### src/rtl/mips_pkg.sv
// Shared encodings for the multiply/divide unit: operation codes and FSM states.
package mips_pkg;

    typedef enum logic [2:0] {
        MDU_OP_MULT  = 3'd0,
        MDU_OP_MULTU = 3'd1,
        MDU_OP_DIV   = 3'd2,
        MDU_OP_DIVU  = 3'd3,
        MDU_OP_MTHI  = 3'd4,
        MDU_OP_MTLO  = 3'd5
    } mdu_op_e;

    typedef enum logic [1:0] {
        MDU_IDLE = 2'd0,
        MDU_CALC = 2'd1,
        MDU_FIX  = 2'd2
    } mdu_state_e;

endpackage

### src/rtl/mult_div_unit_if.sv
// Request/result bundle between the core control path and the multiply/divide unit.
interface mult_div_unit_if #(parameter int XLEN = 32);
  logic            start;
  logic [2:0]      op;
  logic [XLEN-1:0] rs_data;
  logic [XLEN-1:0] rt_data;
  logic            busy;
  logic            done;
  logic [XLEN-1:0] hi;
  logic [XLEN-1:0] lo;

  modport master (output start, op, rs_data, rt_data, input busy, done, hi, lo);
  modport slave  (input start, op, rs_data, rt_data, output busy, done, hi, lo);
endinterface

### src/rtl/mdu_iter_step.sv
// One combinational iteration: shift-add multiply step (acc shifts right) or
// restoring divide step (acc = {remainder, dividend} shifts left).
module mdu_iter_step #(parameter int XLEN = 32) (
  input  logic              is_div_i,
  input  logic [2*XLEN-1:0] acc_i,
  input  logic [XLEN-1:0]   b_i,
  output logic [2*XLEN-1:0] acc_o
);
  logic [XLEN:0] sum;
  logic [XLEN:0] rem_sh;
  logic [XLEN:0] diff;
  logic          fits;

  always_comb begin
    sum    = {1'b0, acc_i[2*XLEN-1:XLEN]} + (acc_i[0] ? {1'b0, b_i} : '0);
    rem_sh = {acc_i[2*XLEN-1:XLEN], acc_i[XLEN-1]};
    diff   = rem_sh - {1'b0, b_i};
    fits   = (rem_sh >= {1'b0, b_i});
    if (!is_div_i)
      acc_o = {sum, acc_i[XLEN-1:1]};
    else if (fits)
      acc_o = {diff[XLEN-1:0], acc_i[XLEN-2:0], 1'b1};
    else
      acc_o = {rem_sh[XLEN-1:0], acc_i[XLEN-2:0], 1'b0};
  end
endmodule

### src/rtl/mult_div_unit.sv
// Iterative MULT/MULTU/DIV/DIVU unit with architectural HI/LO; XLEN iterations on
// operand magnitudes, then a sign-fix cycle. busy is decoded from the state register.
module mult_div_unit #(parameter int XLEN = 32) (
  input  logic            clk,
  input  logic            rst,
  mult_div_unit_if.slave  mdu
);
  import mips_pkg::*;

  localparam int CW = $clog2(XLEN);

  mdu_state_e        state_q;
  logic [CW-1:0]     cnt_q;
  logic [2*XLEN-1:0] acc_q, acc_d;
  logic [XLEN-1:0]   b_q, hi_q, lo_q;
  logic [XLEN-1:0]   hi_d, lo_d, quot, rem;
  logic [2*XLEN-1:0] prod;
  logic              div_q, neg_q, neg_rem_q, divz_q, done_q;
  logic              is_signed, is_arith, is_div, a_neg, b_neg;
  logic [XLEN-1:0]   a_mag, b_mag;

  mdu_iter_step #(.XLEN(XLEN)) u_step (
    .is_div_i (div_q),
    .acc_i    (acc_q),
    .b_i      (b_q),
    .acc_o    (acc_d)
  );

  always_comb begin
    is_arith  = (mdu.op == MDU_OP_MULT) || (mdu.op == MDU_OP_MULTU) ||
                (mdu.op == MDU_OP_DIV)  || (mdu.op == MDU_OP_DIVU);
    is_signed = (mdu.op == MDU_OP_MULT) || (mdu.op == MDU_OP_DIV);
    is_div    = (mdu.op == MDU_OP_DIV)  || (mdu.op == MDU_OP_DIVU);
    a_neg     = is_signed && mdu.rs_data[XLEN-1];
    b_neg     = is_signed && mdu.rt_data[XLEN-1];
    a_mag     = a_neg ? -mdu.rs_data : mdu.rs_data;
    b_mag     = b_neg ? -mdu.rt_data : mdu.rt_data;
  end

  // Remainder keeps the dividend sign even for divide-by-zero, which yields hi = rs_data.
  always_comb begin
    quot = acc_q[XLEN-1:0];
    rem  = acc_q[2*XLEN-1:XLEN];
    prod = neg_q ? -acc_q : acc_q;
    if (div_q) begin
      lo_d = divz_q ? '1 : (neg_q ? -quot : quot);
      hi_d = neg_rem_q ? -rem : rem;
    end else begin
      lo_d = prod[XLEN-1:0];
      hi_d = prod[2*XLEN-1:XLEN];
    end
  end

  always_ff @(posedge clk or posedge rst) begin
    if (rst) begin
      state_q   <= MDU_IDLE;
      cnt_q     <= '0;
      acc_q     <= '0;
      b_q       <= '0;
      hi_q      <= '0;
      lo_q      <= '0;
      div_q     <= 1'b0;
      neg_q     <= 1'b0;
      neg_rem_q <= 1'b0;
      divz_q    <= 1'b0;
      done_q    <= 1'b0;
    end else begin
      done_q <= 1'b0;
      case (state_q)
        MDU_IDLE: begin
          if (mdu.start && is_arith) begin
            acc_q     <= {{XLEN{1'b0}}, a_mag};
            b_q       <= b_mag;
            div_q     <= is_div;
            neg_q     <= a_neg ^ b_neg;
            neg_rem_q <= a_neg;
            divz_q    <= is_div && (mdu.rt_data == '0);
            cnt_q     <= '0;
            state_q   <= MDU_CALC;
          end else if (mdu.start && mdu.op == MDU_OP_MTHI) begin
            hi_q <= mdu.rs_data;
          end else if (mdu.start && mdu.op == MDU_OP_MTLO) begin
            lo_q <= mdu.rs_data;
          end
        end
        MDU_CALC: begin
          acc_q <= acc_d;
          cnt_q <= cnt_q + 1'b1;
          if (cnt_q == CW'(XLEN-1))
            state_q <= MDU_FIX;
        end
        MDU_FIX: begin
          hi_q    <= hi_d;
          lo_q    <= lo_d;
          done_q  <= 1'b1;
          state_q <= MDU_IDLE;
        end
        default: state_q <= MDU_IDLE;
      endcase
    end
  end

  assign mdu.busy = (state_q != MDU_IDLE);
  assign mdu.done = done_q;
  assign mdu.hi   = hi_q;
  assign mdu.lo   = lo_q;
endmodule
### src/flat_wrapper.sv
// flat-port wrapper written by rule: the top's interface ports become plain ports
module mult_div_unit_flat import mips_pkg::*;
#(parameter int XLEN = 32)
  (clk, rst, mdu_start, mdu_op, mdu_rs_data, mdu_rt_data, mdu_busy, mdu_done, mdu_hi, mdu_lo);
  mult_div_unit_if #(.XLEN(XLEN)) mdu_i ();
  input  logic clk;
  input  logic rst;
  input wire logic [$bits(mdu_i.start)-1:0] mdu_start;
  input wire logic [$bits(mdu_i.op)-1:0] mdu_op;
  input wire logic [$bits(mdu_i.rs_data)-1:0] mdu_rs_data;
  input wire logic [$bits(mdu_i.rt_data)-1:0] mdu_rt_data;
  output wire logic [$bits(mdu_i.busy)-1:0] mdu_busy;
  output wire logic [$bits(mdu_i.done)-1:0] mdu_done;
  output wire logic [$bits(mdu_i.hi)-1:0] mdu_hi;
  output wire logic [$bits(mdu_i.lo)-1:0] mdu_lo;
  assign mdu_i.start = mdu_start;
  assign mdu_i.op = mdu_op;
  assign mdu_i.rs_data = mdu_rs_data;
  assign mdu_i.rt_data = mdu_rt_data;
  assign mdu_busy = mdu_i.busy;
  assign mdu_done = mdu_i.done;
  assign mdu_hi = mdu_i.hi;
  assign mdu_lo = mdu_i.lo;
  mult_div_unit #(.XLEN(XLEN)) u_core (.clk(clk), .rst(rst), .mdu(mdu_i));
endmodule
### config.mk
export PLATFORM = sky130hd
export DESIGN_NAME = mult_div_unit_flat
export DESIGN_NICKNAME = d
export VERILOG_FILES = /design/src/rtl/mips_pkg.sv /design/src/rtl/mult_div_unit_if.sv /design/src/rtl/mdu_iter_step.sv /design/src/rtl/mult_div_unit.sv /design/src/flat_wrapper.sv
export SDC_FILE = /design/constraint.sdc
export NUM_CORES = 1
export LEC_CHECK = 0
export BUFFER_PORTS_ARGS = -buffer_cell sky130_fd_sc_hd__buf_2
export CORE_MARGIN = 2
export CORE_UTILIZATION = 35
export CTS_BUF_LIST = sky130_fd_sc_hd__clkbuf_4
export CTS_CLUSTER_SIZE = 8
export DETAILED_ROUTE_END_ITERATION = 7
export GPL_TIMING_DRIVEN = 0
export PLACE_DENSITY = 0.49
export SYNTH_ARGS = -nofsm -noshare
export SYNTH_HDL_FRONTEND = slang
export SYNTH_SLANG_ARGS = --single-unit
### constraint.sdc
create_clock -name clk -period 11.8 [get_ports clk]
set_input_delay 0 -clock clk [delete_from_list [all_inputs] [get_ports clk]]
set_output_delay 0 -clock clk [all_outputs]
set_load 0.05 [all_outputs]
==> out/qor.yml, run 1 <==
post_cts_buffers: 0
die-area_mm2: 0.0424
finalCriticalPeriod_ns: 4.38
wl_per_cell_um: 22.7
drt_wl_total_um: 58600
skew_ns: 0.0406
synth_area_per_cell_um2: 7.97
r2r_slack_ns: 7.42
cp_max_fo: 10
place_ws_ns: 7.41
setup_slack_ns: 7.42
grt_pass1_vias: 14313
ys_types: 77
rr_worst_depth: 11
cp_num_buf_inv: 2
synth_edf_count: 0
regArea_mm2: 0.00430
nets: 2186
vias_per_cell: 5.72
fin_cells: 2585
regToRegEndpoint: "u_core.acc_q[60]"
die_w_um: 206
route.vias.total: 14786
syn_to_final_growth_pct: 18.8
critical_path.startpoint_type: "flip-flop"
synth_most_common_cell: "o21ai_0"
io_buffers: 133
grt_use_total: 0.276
fp.dieH_um: 206
grt_max_degree: 107
ir_drop_mv: 0.226
gp_congestion: 0.932
synth_area_mm2: 0.0143
synth_common_cells: "o21ai_0 (218), nand2_1 (181), dfrtp_1 (172), nor2_1 (129), a21oi_1 (121)"
place_area_mm2: 0.0156
drv_slew: 0
period_share: 0.371
cts_tree: "built"
final_area_mm2: 0.0170
leakage_nw: 7.21
hold_path.class: "input port to flip-flop"
hold_viol_final: 0
clock_sinks: 172
drive_gt1_frac: 0.0933
cts_max_level: 4
syn_nets: 1933
grt_remaining_overflow: 0
cp_cell_sequence: "inv_1, clkbuf_1, nor2_1, ha_1, a2111o_1, o21ai_0, a2111oi_0, nor3_1, o31ai_1, mux2i_1, o211ai_1"
whs_ns: 0.111
clock_latency_ns: 0.70
cts-root-buf: "clkbuf_4"
ctsLongestPathBuffers: 2
crit_path_end: "u_core.acc_q[60]"
dr.pass1.iters: 5
arrival_ns: 4.96
path_clk_slew_ns: 0.18
drt_iter0_markers: 1259
dp_hpwl_um: 45300
io_pins: 136
seq_area_frac_synth: 0.302
antenna_found_initial: 2
coreArea_mm2: 0.0400
async_reset_ff_frac: 1.00
multi_input_area_mm2: 0.00930
yosys_warnings: 0
final-setup-viol-count: 0
max_cap_violations: 0
start_util: 0.357
placementRows: 73
synth_top_area_frac: 0.302
synth_cells: 1791
path_delay_family: "compound AO/OA/AOI/OAI gates"
grt_pass1_wl_um: 87700
cellPowerDensity_mw_per_mm2: 325
timing_worst_setup_path_type: "flip-flop to flip-flop"
cts_made_buffers: 17
slew_headroom: 0.134
status: "finished, final reports clean"
endpoint_kind: "flip-flop"
yosys.area.top_type: "dfrtp_1"
ant_nets: 0
fillCellCount: 4181
fmax_mhz: 228
crit_slowest_cell: "nor3_1"
worstSetupPathDepth: 11
r2r-start: "u_core.acc_q[0]"
synthFlopType: "dfrtp_1"
postLayoutCoreUtil: 0.424
total_power_mw: 5.51
worstSetupStartpoint: "u_core.acc_q[0]"
drc: 0
worstMarginPinSlew_ns: 1.30
rsz0062_at_grt: "false"
cpPeakStageDelay_ns: 0.70
synth-seq-cells: 172
fin_setup_tns_ns: 0
dp.cells: 2450
synth.area.top_cells: "dfrtp_1 (30%), o21ai_0 (7.6%), xnor2_1 (6.6%)"
worstPathRequired_ns: 12.38
## logic make-up after synthesis
| family | share of synthesized area |
|---|---|
| adder cells (fa/ha/maj) | 0.0642 |
| AND/OR/NAND/NOR | 0.189 |
| multiplexers | 0.0443 |
| buffers and inverters | 0.0472 |
| XOR/XNOR | 0.0982 |
| AO/OA/AOI/OAI | 0.256 |
| flip-flops | 0.302 |
## cells in the final DEF (no fill, tap or decap), types with 25 or more instances in the layout
cell / netlist / layout
o21ai_0: 218 / 218
nor3_1: 39 / 39
o22ai_1: 28 / 28
buf_2: 4 / 137
nand2_1: 181 / 181
o211ai_1: 25 / 25
a21o_1: 28 / 28
ha_1: 70 / 70
o31ai_1: 25 / 25
or3_1: 28 / 28
dlygate4sd3_1: 0 / 100
and3_1: 26 / 26
nor2_1: 129 / 129
dfrtp_1: 172 / 172
clkbuf_1: 95 / 95
inv_1: 67 / 66
a31oi_1: 36 / 36
nand3_1: 35 / 35
xnor2_1: 107 / 107
a21oi_1: 121 / 121
mux2i_1: 62 / 62
xor2_1: 53 / 53
## worst min-delay path by stage
stage                     cells after the start          endpoint      start  slack, ns
after floorplan                               2      u_core.div_q  mdu_op[1]       0.11
after global placement                        3      u_core.div_q  mdu_op[1]       0.26
after detailed placement                      2    u_core.b_q[10]        rst       0.11
after CTS                                     4  u_core.acc_q[12]  mdu_start       0.02
after global routing                          4      u_core.div_q  mdu_op[1]       0.09
final                                         4      u_core.div_q  mdu_op[1]       0.11
## worst reg2reg max path, delay by kind of cell (launching register included)
kind | cells | cell delay (ns)
AOI/OAI and AO/OA | 5 | 1.58
adders and majority gates | 1 | 0.37
buffers and inverters | 2 | 0.73
DFF | 1 | 0.55
muxes | 1 | 0.23
and+or+nand+nor | 2 | 0.82
## timing repair
item / CTS / global route
hold endpoints to repair: 302 / 1
gates resized for setup: 0 / 0
hold buffers: 99 / 1
## layout make-up
cell class / count / area share
clock inverter: 14 / 0.0108
buffer: 109 / 0.0249
tap: 525 / 0.0387
clock buffer: 18 / 0.00797
multi-input combinational: 1443 / 0.548
sequential: 172 / 0.254
timing repair buffer: 234 / 0.0999
inverter: 67 / 0.0153
antenna: 3 / 0.000443
## sequential cells by signal, indices dropped and copies added, names as in the netlist
name / cells
u_core.acc_q: 64
u_core.b_q: 32
u_core.mdu.hi: 32
u_core.mdu.lo: 32
u_core.cnt_q: 5
u_core.state_q: 2
u_core.div_q: 1
u_core.divz_q: 1
u_core.mdu.done: 1
u_core.neg_q: 1
u_core.neg_rem_q: 1
## report_power, final
| part | switching, mW | total (mW) | internal [mW] |
|---|---|---|---|
| combinational | 2.50 | 3.88 | 1.38 |
| clock | 0.255 | 0.409 | 0.155 |
| sequential | 0.339 | 1.22 | 0.879 |
| total | 3.10 | 5.51 | 2.41 |
## routing by layer
layer	routed length, um	vias up	global-route usage
met4	1660	0	0.0921
met1	25900	7171	0.359
met5	0	-	0
met3	3090	88	0.0396
li1	-	7048	-
met2	28000	479	0.470
No activity file was read; power rests on OpenSTA's default activity.
==> run 2, diff against run 1 <==
--- a/config.mk
+++ b/config.mk
@@ -12,7 +12,7 @@
 export CTS_CLUSTER_SIZE = 8
 export DETAILED_ROUTE_END_ITERATION = 7
 export GPL_TIMING_DRIVEN = 0
-export PLACE_DENSITY = 0.49
+export PLACE_DENSITY = 0.51
 export SYNTH_ARGS = -nofsm -noshare
 export SYNTH_HDL_FRONTEND = slang
 export SYNTH_SLANG_ARGS = --single-unit
==> constraint.sdc (replaced) <==
create_clock -name clk -period 3.9 [get_ports clk]
set_input_delay 0 -clock clk [delete_from_list [all_inputs] [get_ports clk]]
set_output_delay 0 -clock clk [all_outputs]
set_load 0.05 [all_outputs]
==> out/qor.yml, run 2 (synthesized netlist as in run 1, its figures left out) <==
period_share: 0.946  # was 0.371
worstPathRequired_ns: 4.44  # was 12.38 ns
post_cts_buffers: 0  # unchanged
postLayoutCoreUtil: 0.427  # was 0.424
ir_drop_mv: 0.560  # was 0.226 mV
die_w_um: 206  # unchanged
hold_viol_final: 0  # unchanged
cts_made_buffers: 17  # unchanged
io_pins: 136  # unchanged
grt_remaining_overflow: 0  # unchanged
gp_congestion: 0.940  # was 0.932
die-area_mm2: 0.0424  # unchanged
cellPowerDensity_mw_per_mm2: 969  # was 325 mW/mm^2
top_layer: "met4"  # unchanged
grt_pass1_vias: 14372  # was 14313
hold_path.class: "input port to flip-flop"  # unchanged
ctsLongestPathBuffers: 2  # unchanged
slew_headroom: 0.0557  # was 0.134
syn_to_final_growth_pct: 19.8  # was 18.8%
endpoint_kind: "flip-flop"  # unchanged
place_area_mm2: 0.0157  # was 0.0156 mm^2
wl_per_cell_um: 22.0  # was 22.7 um
cts_tree: "built"  # unchanged
antenna_found_initial: 1  # was 2
path_delay_family: "compound AO/OA/AOI/OAI gates"  # unchanged
drive_gt1_frac: 0.0994  # was 0.0933
drc: 0  # unchanged
cp_max_fo: 10  # unchanged
start_util: 0.357  # unchanged
grt_use_total: 0.271  # was 0.276
fin_cells: 2590  # was 2585
wl_met3_um: 3410  # was 3090 um
grt_pass1_wl_um: 86400  # was 87700 um
drt_iter0_markers: 1227  # was 1259
total_power_mw: 16.6  # was 5.51 mW
cp_cell_sequence: "inv_1, clkbuf_2, nor2_1, ha_1, clkbuf_1, nand2_1, a211oi_1, o21ai_0, a2111oi_4, nor3_2, o31ai_1, mux2i_1, o211ai_1"  # was inv_1, clkbuf_1, nor2_1, ha_1, a2111o_1, o21ai_0, a2111oi_0, nor3_1, o31ai_1, mux2i_1, o211ai_1
final_area_mm2: 0.0171  # was 0.0170 mm^2
nets: 2192  # was 2186
drv_slew: 0  # unchanged
wl_met1_um: 25100  # was 25900 um
path_clk_slew_ns: 0.16  # was 0.18 ns
fmax_mhz: 271  # was 228 MHz
layout_common_cells: "o21ai_0 (217), nand2_1 (181), dfrtp_1 (171)"  # was o21ai_0 (218), nand2_1 (181), dfrtp_1 (172)
cp_num_buf_inv: 3  # was 2
whs_ns: 0.136  # was 0.111 ns
route.vias.total: 14935  # was 14786
wl_met2_um: 26100  # was 28000 um
leakage_nw: 7.25  # was 7.21 nW
arrival_ns: 4.23  # was 4.96 ns
placementRows: 73  # unchanged
worstMarginPinSlew_ns: 1.41  # was 1.30 ns
cpPeakStageDelay_ns: 0.51  # was 0.70 ns
rsz0062_at_grt: "true"  # was false
dp.cells: 2454  # was 2450
finalCriticalPeriod_ns: 3.69  # was 4.38 ns
largest_register: "u_core.acc_q"  # unchanged
coreArea_mm2: 0.0400  # unchanged
cts-root-buf: "clkbuf_4"  # unchanged
dr.pass1.iters: 6  # was 5
io_buffers: 133  # unchanged
clock_sinks: 172  # unchanged
vias_per_cell: 5.77  # was 5.72
dp_hpwl_um: 44300  # was 45300 um
drt_wl_total_um: 57100  # was 58600 um
layout_commonest_cell: "o21ai_0"  # unchanged
cts_max_level: 4  # unchanged
largest_register_ffs: 64  # unchanged
ant_nets: 0  # unchanged
skew_ns: 0.0432  # was 0.0406 ns
fp.dieH_um: 206  # unchanged
clock_latency_ns: 0.68  # was 0.70 ns
timing_worst_setup_path_type: "flip-flop to flip-flop"  # unchanged
max_cap_violations: 0  # unchanged
crit_slowest_cell: "dfrtp_2"  # was nor3_1
grt_max_degree: 42  # was 107
final-setup-viol-count: 0  # unchanged
status: "finished, final reports clean"  # unchanged
critical_path.startpoint_type: "flip-flop"  # unchanged
## run 2: cell types whose count changed in the layout (fill, tap and decap cells not counted), sizes merged
cell,before,now
inv,72,71
clkinv,6,5
buf,148,151
clkbuf,113,115
diode,3,2
dlygate4sd3,100,102
bufinv,3,2
clkinvlp,0,2
## run 2: worst paths after layout
check / from / endpoint / slack, ns / cells past startpoint
worst min-delay path: mdu_op[1] / u_core.div_q / 0.14 / 4
worst max-delay path: u_core.acc_q[0] / u_core.acc_q[60] / 0.21 / 13
worst min register to register: u_core.b_q[12] / u_core.b_q[12] / 0.50 / 2
worst max register to register: u_core.acc_q[0] / u_core.acc_q[60] / 0.21 / 13
max in group asynchronous: rst / u_core.mdu.hi[11] / 2.56 / 7
min in group asynchronous: rst / u_core.b_q[25] / 0.38 / 4
## run 2: metal layers
metal  global-route usage  vias up
met2                0.436      533
met1                0.360     7259
met4                0.122        0
li1                     -     7040
met5                    0        -
met3               0.0396      103
## run 2: power breakdown
part           internal [mW]  switching, mW
sequential              2.66           1.06
clock                  0.414          0.772
combinational           4.20           7.46
## run 2: final cells by class
cell class / count / area (um^2)
Buffer: 109 / 429
Clock buffer: 19 / 143
Multi-Input combinational cell: 1443 / 9350
Clock inverter: 13 / 158
Antenna cell: 2 / 5.00
Inverter: 67 / 255
Timing Repair Buffer: 240 / 1790
Tap cell: 525 / 657
Sequential cell: 172 / 4310
Fill cell: 4163 / 22900
## run 2: worst min-delay path: cells and delay by family
kind                   cells  cell delay (ns)
AND/OR/NAND/NOR            2             0.11
buffers and inverters      2             0.66
## run 2: stage by stage
step	worst slack, ns	TNS [ns]
5_1_grt	-0.0407	-0.0407
3_5_place_dp	-0.688	-2.60
4_1_cts	0.0372	0
6_report	0.209	0
2_1_floorplan	0.838	0
3_3_place_gp	-0.526	-1.85
## run 2: what timing repair did
item	4_1_cts	5_1_grt
pin swaps	0	2
endpoints found under the hold margin	260	0
hold buffers	102	0
gates resized for setup	7	10
setup endpoints to repair	9	29
